### src/rtl/cpu_pkg.sv
`default_nettype none
// ============================================================================
//  Module      : cpu_pkg
//  Description : Shared opcode codes, decoded-op enum, decode struct and
//                pipeline state encoding for the accumulator pipeline core.
//  Revision    : 1.0 - initial release
// ============================================================================
package cpu_pkg;

  // 8-bit opcode codes; the low byte of every instruction word
  localparam logic [7:0] c_op_nop  = 8'h00;
  localparam logic [7:0] c_op_add  = 8'h01;
  localparam logic [7:0] c_op_sub  = 8'h02;
  localparam logic [7:0] c_op_brnz = 8'h03;
  localparam logic [7:0] c_op_st   = 8'h04;
  localparam logic [7:0] c_op_ld   = 8'h05;
  localparam logic [7:0] c_op_ldi  = 8'h06;
  localparam logic [7:0] c_op_exit = 8'h07;
  localparam logic [7:0] c_op_and  = 8'h08;
  localparam logic [7:0] c_op_or   = 8'h09;
  localparam logic [7:0] c_op_xor  = 8'h0A;
  localparam logic [7:0] c_op_brz  = 8'h0B;
  localparam logic [7:0] c_op_brc  = 8'h0C;
  localparam logic [7:0] c_op_jmp  = 8'h0D;

  typedef enum logic [3:0] {
    OP_NOP  = 4'd0,
    OP_LDI  = 4'd1,
    OP_ADD  = 4'd2,
    OP_SUB  = 4'd3,
    OP_AND  = 4'd4,
    OP_OR   = 4'd5,
    OP_XOR  = 4'd6,
    OP_LD   = 4'd7,
    OP_ST   = 4'd8,
    OP_BRNZ = 4'd9,
    OP_BRZ  = 4'd10,
    OP_BRC  = 4'd11,
    OP_JMP  = 4'd12,
    OP_EXIT = 4'd13
  } op_e;

  // Decoded instruction as carried into EX; illegal opcodes decode to NOP
  typedef struct packed {
    op_e  op;
    logic illegal;
  } dec_t;

  typedef enum logic [1:0] {
    ST_RUN    = 2'd0,
    ST_LDWAIT = 2'd1,
    ST_HALT   = 2'd2
  } state_e;

endpackage
`default_nettype wire

### src/rtl/acc_pipe_decode.sv
`default_nettype none
// ============================================================================
//  Module      : acc_pipe_decode
//  Description : Pure combinational opcode decoder for the ID stage.
//  Revision    : 1.0 - initial release
// ============================================================================
module acc_pipe_decode
  import cpu_pkg::*;
(
  input  logic [7:0] i_opcode,
  output dec_t       o_dec
);

  // Map the 8-bit opcode onto the internal op; unknown codes become flagged NOPs
  always_comb begin
    o_dec.op      = OP_NOP;
    o_dec.illegal = 1'b0;
    case (i_opcode)
      c_op_nop:  o_dec.op = OP_NOP;
      c_op_ldi:  o_dec.op = OP_LDI;
      c_op_add:  o_dec.op = OP_ADD;
      c_op_sub:  o_dec.op = OP_SUB;
      c_op_and:  o_dec.op = OP_AND;
      c_op_or:   o_dec.op = OP_OR;
      c_op_xor:  o_dec.op = OP_XOR;
      c_op_ld:   o_dec.op = OP_LD;
      c_op_st:   o_dec.op = OP_ST;
      c_op_brnz: o_dec.op = OP_BRNZ;
      c_op_brz:  o_dec.op = OP_BRZ;
      c_op_brc:  o_dec.op = OP_BRC;
      c_op_jmp:  o_dec.op = OP_JMP;
      c_op_exit: o_dec.op = OP_EXIT;
      default:   o_dec.illegal = 1'b1;
    endcase
  end

endmodule
`default_nettype wire

### src/rtl/acc_pipe_core.sv
`default_nettype none
// ============================================================================
//  Module      : acc_pipe_core
//  Description : 3-stage (IF/ID/EX) accumulator core with sync-SRAM imem and
//                dmem ports, carry flag, branches, run-enable pause, sticky
//                exit/illegal flags and a one-cycle load stall.
//  Revision    : 1.0 - initial release
// ============================================================================
module acc_pipe_core
  import cpu_pkg::*;
#(
  parameter int DATA_W = 16,
  parameter int ADDR_W = 8,
  parameter int RST_PC = 0
) (
  input  logic              clk,
  input  logic              rst_n,
  input  logic              run_en,
  output logic [ADDR_W-1:0] imem_addr,
  input  logic [ADDR_W+7:0] imem_rdata,
  output logic [ADDR_W-1:0] dmem_addr,
  output logic [DATA_W-1:0] dmem_wdata,
  output logic              dmem_we,
  output logic              dmem_re,
  input  logic [DATA_W-1:0] dmem_rdata,
  output logic [ADDR_W-1:0] io_pc,
  output logic [DATA_W-1:0] io_out,
  output logic              io_carry,
  output logic              io_exit,
  output logic              io_illegal
);

  state_e              r_state;
  logic [ADDR_W-1:0]   r_pc;
  logic                r_id_valid;
  logic [ADDR_W-1:0]   r_id_pc;
  logic                r_hold_valid;
  logic [ADDR_W+7:0]   r_hold_instr;
  logic                r_ex_valid;
  dec_t                r_ex_dec;
  logic [ADDR_W-1:0]   r_ex_opr;
  logic [ADDR_W-1:0]   r_ex_pc;
  logic [DATA_W-1:0]   r_accu;
  logic                r_carry;
  logic                r_exit;
  logic                r_illegal;

  logic [ADDR_W+7:0]   w_id_instr;
  dec_t                w_id_dec;
  logic                w_exec;
  logic                w_take;
  logic                w_adv;
  logic [DATA_W-1:0]   w_imm;
  logic [DATA_W:0]     w_sum;
  logic [DATA_W:0]     w_diff;

  // While the pipeline is stalled the SRAM keeps re-reading the held pc, so the
  // word belonging to the ID instruction is parked in r_hold_instr until ID moves.
  assign w_id_instr = r_hold_valid ? r_hold_instr : imem_rdata;

  acc_pipe_decode u_decode (
    .i_opcode (w_id_instr[7:0]),
    .o_dec    (w_id_dec)
  );

  assign w_exec = run_en && (r_state == ST_RUN) && r_ex_valid;
  assign w_imm  = DATA_W'(r_ex_opr);
  assign w_sum  = {1'b0, r_accu} + {1'b0, w_imm};
  assign w_diff = {1'b0, r_accu} - {1'b0, w_imm};
  assign w_adv  = run_en && (r_state == ST_RUN) && !(w_exec && (r_ex_dec.op == OP_EXIT));

  // Branch resolution for the instruction currently in EX
  always_comb begin
    w_take = 1'b0;
    if (w_exec) begin
      case (r_ex_dec.op)
        OP_BRNZ: w_take = (r_accu != '0);
        OP_BRZ:  w_take = (r_accu == '0);
        OP_BRC:  w_take = r_carry;
        OP_JMP:  w_take = 1'b1;
        default: w_take = 1'b0;
      endcase
    end
  end

  // Pipeline advance, execute stage and RUN/LDWAIT/HALT control
  always_ff @(posedge clk) begin
    if (!rst_n) begin
      r_state         <= ST_RUN;
      r_pc            <= ADDR_W'(RST_PC);
      r_id_valid      <= 1'b0;
      r_id_pc         <= '0;
      r_hold_valid    <= 1'b0;
      r_hold_instr    <= '0;
      r_ex_valid      <= 1'b0;
      r_ex_dec.op     <= OP_NOP;
      r_ex_dec.illegal <= 1'b0;
      r_ex_opr        <= '0;
      r_ex_pc         <= '0;
      r_accu          <= '0;
      r_carry         <= 1'b0;
      r_exit          <= 1'b0;
      r_illegal       <= 1'b0;
    end else begin
      if (w_adv) begin
        r_hold_valid <= 1'b0;
      end else if (!r_hold_valid) begin
        r_hold_valid <= 1'b1;
        r_hold_instr <= imem_rdata;
      end

      if (w_adv) begin
        r_pc       <= w_take ? r_ex_opr : r_pc + 1'b1;
        r_id_valid <= !w_take;
        r_id_pc    <= r_pc;
        r_ex_valid <= r_id_valid && !w_take;
        r_ex_dec   <= w_id_dec;
        r_ex_opr   <= w_id_instr[ADDR_W+7:8];
        r_ex_pc    <= r_id_pc;
      end

      if (w_exec) begin
        if (r_ex_dec.illegal) begin
          r_illegal <= 1'b1;
        end
        case (r_ex_dec.op)
          OP_LDI:  r_accu <= w_imm;
          OP_ADD:  {r_carry, r_accu} <= w_sum;
          OP_SUB:  {r_carry, r_accu} <= w_diff;
          OP_AND:  r_accu <= r_accu & w_imm;
          OP_OR:   r_accu <= r_accu | w_imm;
          OP_XOR:  r_accu <= r_accu ^ w_imm;
          OP_LD:   r_state <= ST_LDWAIT;
          OP_EXIT: begin
            r_exit  <= 1'b1;
            r_state <= ST_HALT;
          end
          default: ;
        endcase
      end

      if (run_en && (r_state == ST_LDWAIT)) begin
        r_accu  <= dmem_rdata;
        r_state <= ST_RUN;
      end
    end
  end

  assign imem_addr  = r_pc;
  assign dmem_addr  = r_ex_opr;
  assign dmem_wdata = r_accu;
  assign dmem_we    = w_exec && (r_ex_dec.op == OP_ST);
  assign dmem_re    = w_exec && (r_ex_dec.op == OP_LD);
  assign io_pc      = r_ex_pc;
  assign io_out     = r_accu;
  assign io_carry   = r_carry;
  assign io_exit    = r_exit;
  assign io_illegal = r_illegal;

endmodule
`default_nettype wire

### config.mk
export PLATFORM = sky130hd
export DESIGN_NAME = acc_pipe_core
export DESIGN_NICKNAME = d
export VERILOG_FILES = /design/src/rtl/cpu_pkg.sv /design/src/rtl/acc_pipe_decode.sv /design/src/rtl/acc_pipe_core.sv
export SDC_FILE = /design/constraint.sdc
export NUM_CORES = 1
export LEC_CHECK = 0
export BUFFER_PORTS_ARGS = -buffer_cell sky130_fd_sc_hd__buf_2
export CAP_MARGIN = 0
export CELL_PAD_IN_SITES_DETAIL_PLACEMENT = 2
export CELL_PAD_IN_SITES_GLOBAL_PLACEMENT = 2
export CORE_MARGIN = 2
export CORE_UTILIZATION = 32
export CTS_CLUSTER_DIAMETER = 200
export DETAILED_ROUTE_END_ITERATION = 16
export PLACE_DENSITY = 0.76
export SLEW_MARGIN = 40
export SYNTH_ARGS = -nofsm -noshare
export SYNTH_HDL_FRONTEND = slang
export SYNTH_HIERARCHICAL = 1
export SYNTH_SLANG_ARGS = --single-unit
### constraint.sdc
create_clock -name clk -period 3.1 [get_ports clk]
set_input_delay 0.465 -clock clk [delete_from_list [all_inputs] [get_ports clk]]
set_output_delay 0.465 -clock clk [all_outputs]
set_load 0.05 [all_outputs]
# Word-level counts from Yosys, hierarchy flattened
# Cells that the tools add are included.
[classes]
n_addsub = 3
n_eq_ne = 27
n_mux = 12
bitwise = 4
n_reduce_logical = 25
[ops]
columns = ["op", "n"]
rows = [
  ["case mux 16 bit (6 select lines)", 1],
  ["case mux 4 bit (13 select lines)", 1],
  ["== test 8 x 4 -> 1 bit, second input constant", 6],
  ["two-way mux 16 bit", 3],
  ["== test 8 x 3 -> 1 bit, second input constant", 4],
  ["== test 4 bit, second input constant", 6],
  ["adder 16 x 8 -> 17 bit", 1],
  ["subtractor 16 x 8 -> 17 bit", 1],
  ["AND 16 x 8 -> 16 bit", 1],
  ["== test 4 x 3 -> 1 bit, second input constant", 4],
  ["== test 8 x 2 -> 1 bit, second input constant", 2],
  ["zero test 16 bit", 1],
  ["OR 16 x 8 -> 16 bit", 1],
  ["nonzero test 16 bit", 1],
  ["XOR 16 x 8 -> 16 bit", 1],
  ["OR reduction 14 bit", 1],
  ["AND reduction 2 bit", 5],
  ["adder 8 x 1 -> 8 bit, second input constant", 1],
  ["== test 4 x 2 -> 1 bit, second input constant", 2],
  ["== test 8 x 1 -> 1 bit, second input constant", 1],
  ["logical AND 1 bit", 8],
  ["zero test 8 bit", 1],
  ["two-way mux 8 bit", 1],
  ["nonzero test 7 bit", 1],
  ["11 further kinds", 16],
]
[word_totals]
reg_bits = 77
out_inout_bits = 61

# Longest topological paths before layout
[depth]
ltp_word = 7
ltp_mapped = 11
mapped_depth_nobuf = 11

# Cells and area by module
# The synthesis kept the hierarchy.
[by_module_without_submodules]
columns = ["mod", "n_inst", "cells_each", "area_each_um2", "seq_area_each_um2"]
rows = [
  ["acc_pipe_core", 1, 685, 5212.5, 1541.5],
  ["acc_pipe_decode", 1, 20, 137.6, 0.0],
]

# Worst setup path after synthesis
# No wires, ideal clock.
[synth_timing]
path_kind = "reg-to-reg"
startpoint = "register r_ex_opr[1], in the netlist dmem_addr[1]"
endpoint = "register r_accu[11], in the netlist dmem_wdata[11]"
setup_ns = 0.133
arrival_ns = 2.861
t_required_ns = 2.967
setup_slack_ns = 0.105
stages_incl_launch_ff = 10
synth_period_minus_slack_ns = 2.995
cell_sequence = "dfxtp_1 > inv_1 > ha_1 > or2_2 > a2111o_1 > a211oi_2 > nor3_1 > a221o_1 > a21oi_1 > nor4_1"
[synth_via]
elab_chain_len = 4
elab_cells_between_ends = 5
classes_between = "add/sub: 2; mux: 3"
[synth_rtl]
columns = ["element", "line_no", "rtl"]
rows = [
  ["start: declaration", "acc_pipe_core.sv:41", "logic [ADDR_W-1:0] r_ex_opr;"],
  ["start signal: assignment", "acc_pipe_core.sv:118", "r_ex_opr <= w_id_instr[ADDR_W+7:8];"],
  ["subtractor 16 x 8 -> 17 bit / adder 16 x 8 -> 17 bit (equally long branches)", "acc_pipe_core.sv:69, acc_pipe_core.sv:68", ""],
  ["case mux 16 bit (6 select lines) *", "acc_pipe_core.sv:126", "case (r_ex_dec.op)"],
  ["two-way mux 16 bit *", "acc_pipe_core.sv:122", "if (w_exec) begin"],
  ["two-way mux 16 bit *", "acc_pipe_core.sv:142", "if (run_en && (r_state == ST_LDWAIT)) begin"],
  ["end signal: assignment", "acc_pipe_core.sv:127", "OP_LDI: r_accu <= w_imm;"],
  ["end signal: assignment", "acc_pipe_core.sv:128", "OP_ADD: {r_carry, r_accu} <= w_sum;"],
  ["end signal: assignment", "acc_pipe_core.sv:143", "r_accu <= dmem_rdata;"],
  ["end: declaration", "acc_pipe_core.sv:43", "logic [DATA_W-1:0] r_accu;"],
]
# Mark *: on every way between the ends. The rest lies on a longest branch, timed or not. The select of a mux whose other input is x is not followed.
# A chain may end at the register's enable or synchronous reset.

# Worst setup path after layout
[layout_timing]
startpoint = "register r_accu[5], in the netlist dmem_wdata[5]"
endpoint = "register r_accu[15], in the netlist dmem_wdata[15]"
[layout_via]
elab_chain_len = 4
elab_cells_between_ends = 5
classes_between = "add/sub: 2; mux: 3"
[layout_rtl]
columns = ["element", "line_no", "rtl"]
rows = [
  ["start signal: assignment", "acc_pipe_core.sv:127", ""],
  ["start signal: assignment", "acc_pipe_core.sv:128", ""],
  ["start signal: assignment", "acc_pipe_core.sv:129", "OP_SUB: {r_carry, r_accu} <= w_diff;"],
  ["subtractor 16 x 8 -> 17 bit / adder 16 x 8 -> 17 bit (equally long branches)", "acc_pipe_core.sv:69, acc_pipe_core.sv:68", ""],
  ["case mux 16 bit (6 select lines) *", "acc_pipe_core.sv:126", ""],
  ["two-way mux 16 bit *", "acc_pipe_core.sv:122", ""],
  ["two-way mux 16 bit *", "acc_pipe_core.sv:142", ""],
]
# Marked as above.

==> out/qor.csv <==
stage;metric;value;unit
logic_synthesis;ys_ff_latch;77;
clock_network;clock-sinks;77;
route;drtAntennaViolNets;0;
logic_synthesis;synth.most_common_cell;nand2_1;
die;dieHeight;133;um
clock_network;clock_latency;0.35;ns
sta;fmax;334;MHz
power;vdd_drop_max;0.249;mV
route;vias_per_cell;5.62;
logic_synthesis;yosysWarnings;6;
logic_synthesis;synth.cell_area;5350;sq um
logic_synthesis;synth_top_area_share;28.8;%
placed_design;port_buffers;95;
critical_path;crit_chain;inv_1 > ha_2 > nand2b_1 > a21oi_1 > a211oi_4 > buf_4 > or4_1 > or4_1 > o211ai_1;
power;power.leakage;2.67;nW
final_layout;syn_to_final_growth;19.4;%
die;fp.dieArea;17800;sq um
sta;setup_violations;0;
route;vias;5653;
final_layout;finalNetCount;842;
placed_design;gp_congestion;0.938;
run_status;status;complete, no violations;
clock_network;numCtsBuffers;9;
route;drc;0;
die;die_w;133;um
sta;timing.final.max_slew_violations;0;
grt;gr-total-overflow;0;
critical_path;critPathSlowestCell;or4_1;
logic_synthesis;synth.distinct_cells;71;
critical_path;crit_path_max_incr_delay;0.57;ns
clock_network;cts-root-buf;clkbuf_16;
power;power.switching;753;uW
final_layout;antenna_cells;0;
power;p_sw_share;29.2;%
clock_network;htreeDepth;3;
route;wirelength;21.6;mm
sta;finalClockSkew;0.00728;ns
grt;grt_pass1_vias;6188;
sta;setup_tns;0;ns
grt;grt_max_degree;42;
placed_design;hpwl;15.9;mm
power;power_frac_comb;15.5;%
logic_synthesis;syn-instance-count;705;
final_layout;fillers;1923;
power;powerDensity;404;nW/um^2
critical_path;cp_max_fo;10;
sta;finalHoldViolations;0;
logic_synthesis;synth-edff-count;0;
power;p_int;1.83;mW
final_layout;drive_above_1_share;22.7;%
clock_network;path_clk_slew;0.07;ns
power;power_frac_seq;40.4;%
job;max-cap-violations;0;
route;drt_pass1_iterations;4;
die;core_region_area;16500;sq um
grt;grt_antenna_before_repair;0;
sta;tightest_slew;0.709;ns
logic_synthesis;yosys.area.top_type;dfxtp_1;
sta;fin_crit_sh;96.5;%
sta;relSlewSlack;52.7;%
critical_path;path_class;reg -> reg;
logic_synthesis;avgSynthCellArea;7.59;sq um
critical_path;cp_top_family;simple AND/OR/NAND/NOR gates;
die;initial_core_util;32.5;%
clock_network;cts_tree;done;
die;rows;47;
final_layout;utilization;38.8;%
sta;rsz0062_at_grt;no;
clock_network;postCtsHoldBufs;0;
grt;grt_pass1_wl;34.3;mm
critical_path;arrival;3.26;ns
route;drt_iter0_drc;340;
critical_path;worst-path-buf-inv;2;
logic_synthesis;async_flop_share;0;%
sta;period_needed;2.99;ns
logic_synthesis;synth.area.top_cells;dfxtp_1 (29%), a21oi_1 (7.7%), nand2_1 (7.0%), ha_1 (5.8%), o21ai_0 (3.6%);
route;avgRoutedWirePerCell;21.5;um
die;io_pins;96;
power;clkPwrFrac;44.1;%
critical_path;cp_common_cell;or4_1;
logic_synthesis;synthesis.nets;767;
clock_network;clock_path_buffers;2;
critical_path;required;3.37;ns
min_path;hold_class;in -> reg;
critical_path;startpoint_type;flip-flop;
logic_synthesis;ys_seq_area_share;28.8;%
critical_path;endpoint_kind;flip-flop;
grt;grtUsageTotal;24.6;%
logic_synthesis;ys.flop_type;dfxtp_1;
logic_synthesis;synth_common_cells;nand2_1 (100), a21oi_1 (82), dfxtp_1 (77), nor2_1 (49), o21ai_0 (39);
power by group through the flow:
stage / combinational [mW] / sequential [mW] / clock (mW)
floorplan: 0.217 / 1.10 / 0
global placement: 0.375 / 1.06 / 0
detailed placement: 0.392 / 1.07 / 0
CTS: 0.402 / 1.04 / 1.16
global route: 0.437 / 1.05 / 1.22
finish: 0.400 / 1.04 / 1.14
area by class of cell:
cell class | count | area [sq um] | area share [%]
clock buffers | 12 | 256 | 4.02
clock inverters | 4 | 56.3 | 0.882
inverters | 34 | 128 | 2.00
multi-input cells | 528 | 3350 | 52.5
flip-flops and latches | 77 | 1540 | 24.2
well taps | 220 | 275 | 4.31
repair buffers | 130 | 776 | 12.1
worst reg2reg max path, delay by kind of cell (launching register included):
kind / cells / cell delay, ns
adder cells (fa/ha/maj): 1 / 0.44
AND/OR/NAND/NOR: 3 / 1.19
flip-flops: 1 / 0.49
AO/OA/AOI/OAI: 3 / 0.52
buffers and inverters: 2 / 0.27
metal layers:
layer  wire, um  GRT usage (%)
met4        542           7.86
met1       9160           30.4
met3        886           4.11
met5          0              0
met2      11000           43.6
cells by family (layout without fill, tap and decap cells):
group	count (synthesis)	count (layout)	synth area share (%)
adders and majority gates	27	27	6.59
buffers and inverters	100	180	8.89
xor gates and xnor gates	10	10	1.64
and+or+nand+nor	250	250	23.0
muxes	24	24	4.70
DFF	77	77	28.8
AOI/OAI and AO/OA	217	217	26.4
state kept, by name, indices dropped and copies added, names as in the netlist:
signal        flops
dmem_wdata       16
r_state           2
r_id_pc           8
dmem_addr         8
imem_addr         8
io_exit           1
r_hold_valid      1
r_hold_instr     16
r_ex_valid        1
io_pc             8
r_id_valid        1
r_ex_dec          5
io_carry          1
io_illegal        1
metrics by stage:
stage / setup WS, ns / std cells / area (sq um) / total power, mW / hold WS, ns
2_1_floorplan: 0.105 / 705 / 5350 / 1.31 / 0.428
3_3_place_gp: 0.180 / 988 / 6050 / 1.44 / 0.435
3_5_place_dp: 0.00812 / 988 / 6050 / 1.46 / 0.445
4_1_cts: 0.0330 / 1005 / 6380 / 2.60 / 0.361
5_1_grt: 0.00915 / 1005 / 6390 / 2.70 / 0.384
6_report: 0.109 / 1005 / 6390 / 2.58 / 0.370
placed cells by master, fill, tap and decap left out, types with 7 or more instances in the layout:
master,Yosys,layout
mux2_2,9,9
nor2_1,49,49
ha_1,25,24
nand2b_1,11,11
mux2i_1,15,15
nand2_1,100,100
o211ai_1,7,7
buf_2,5,95
nor3_1,20,19
a21oi_1,82,82
buf_4,17,32
nand3_1,16,16
a31oi_1,10,10
dfxtp_1,77,75
o21ai_0,39,39
inv_1,31,29
a211oi_1,13,13
clkbuf_16,0,9
final timing paths:
kind,startpoint,to,cells after the start,slack [ns]
max,dmem_wdata[5],dmem_wdata[15],9,0.11
min,imem_rdata[12],r_hold_instr[12],3,0.37
max reg2reg,dmem_wdata[5],dmem_wdata[15],9,0.11
min reg2reg,r_hold_instr[7],r_hold_instr[7],2,0.45
what timing repair did:
item / 4_1_cts / 5_1_grt
pin swaps: 1 / 0
buffers inserted: 1 / 0
setup endpoints to repair: 1 / 3
gates resized for setup: 1 / 5
Power figures use the tool's default switching activity.
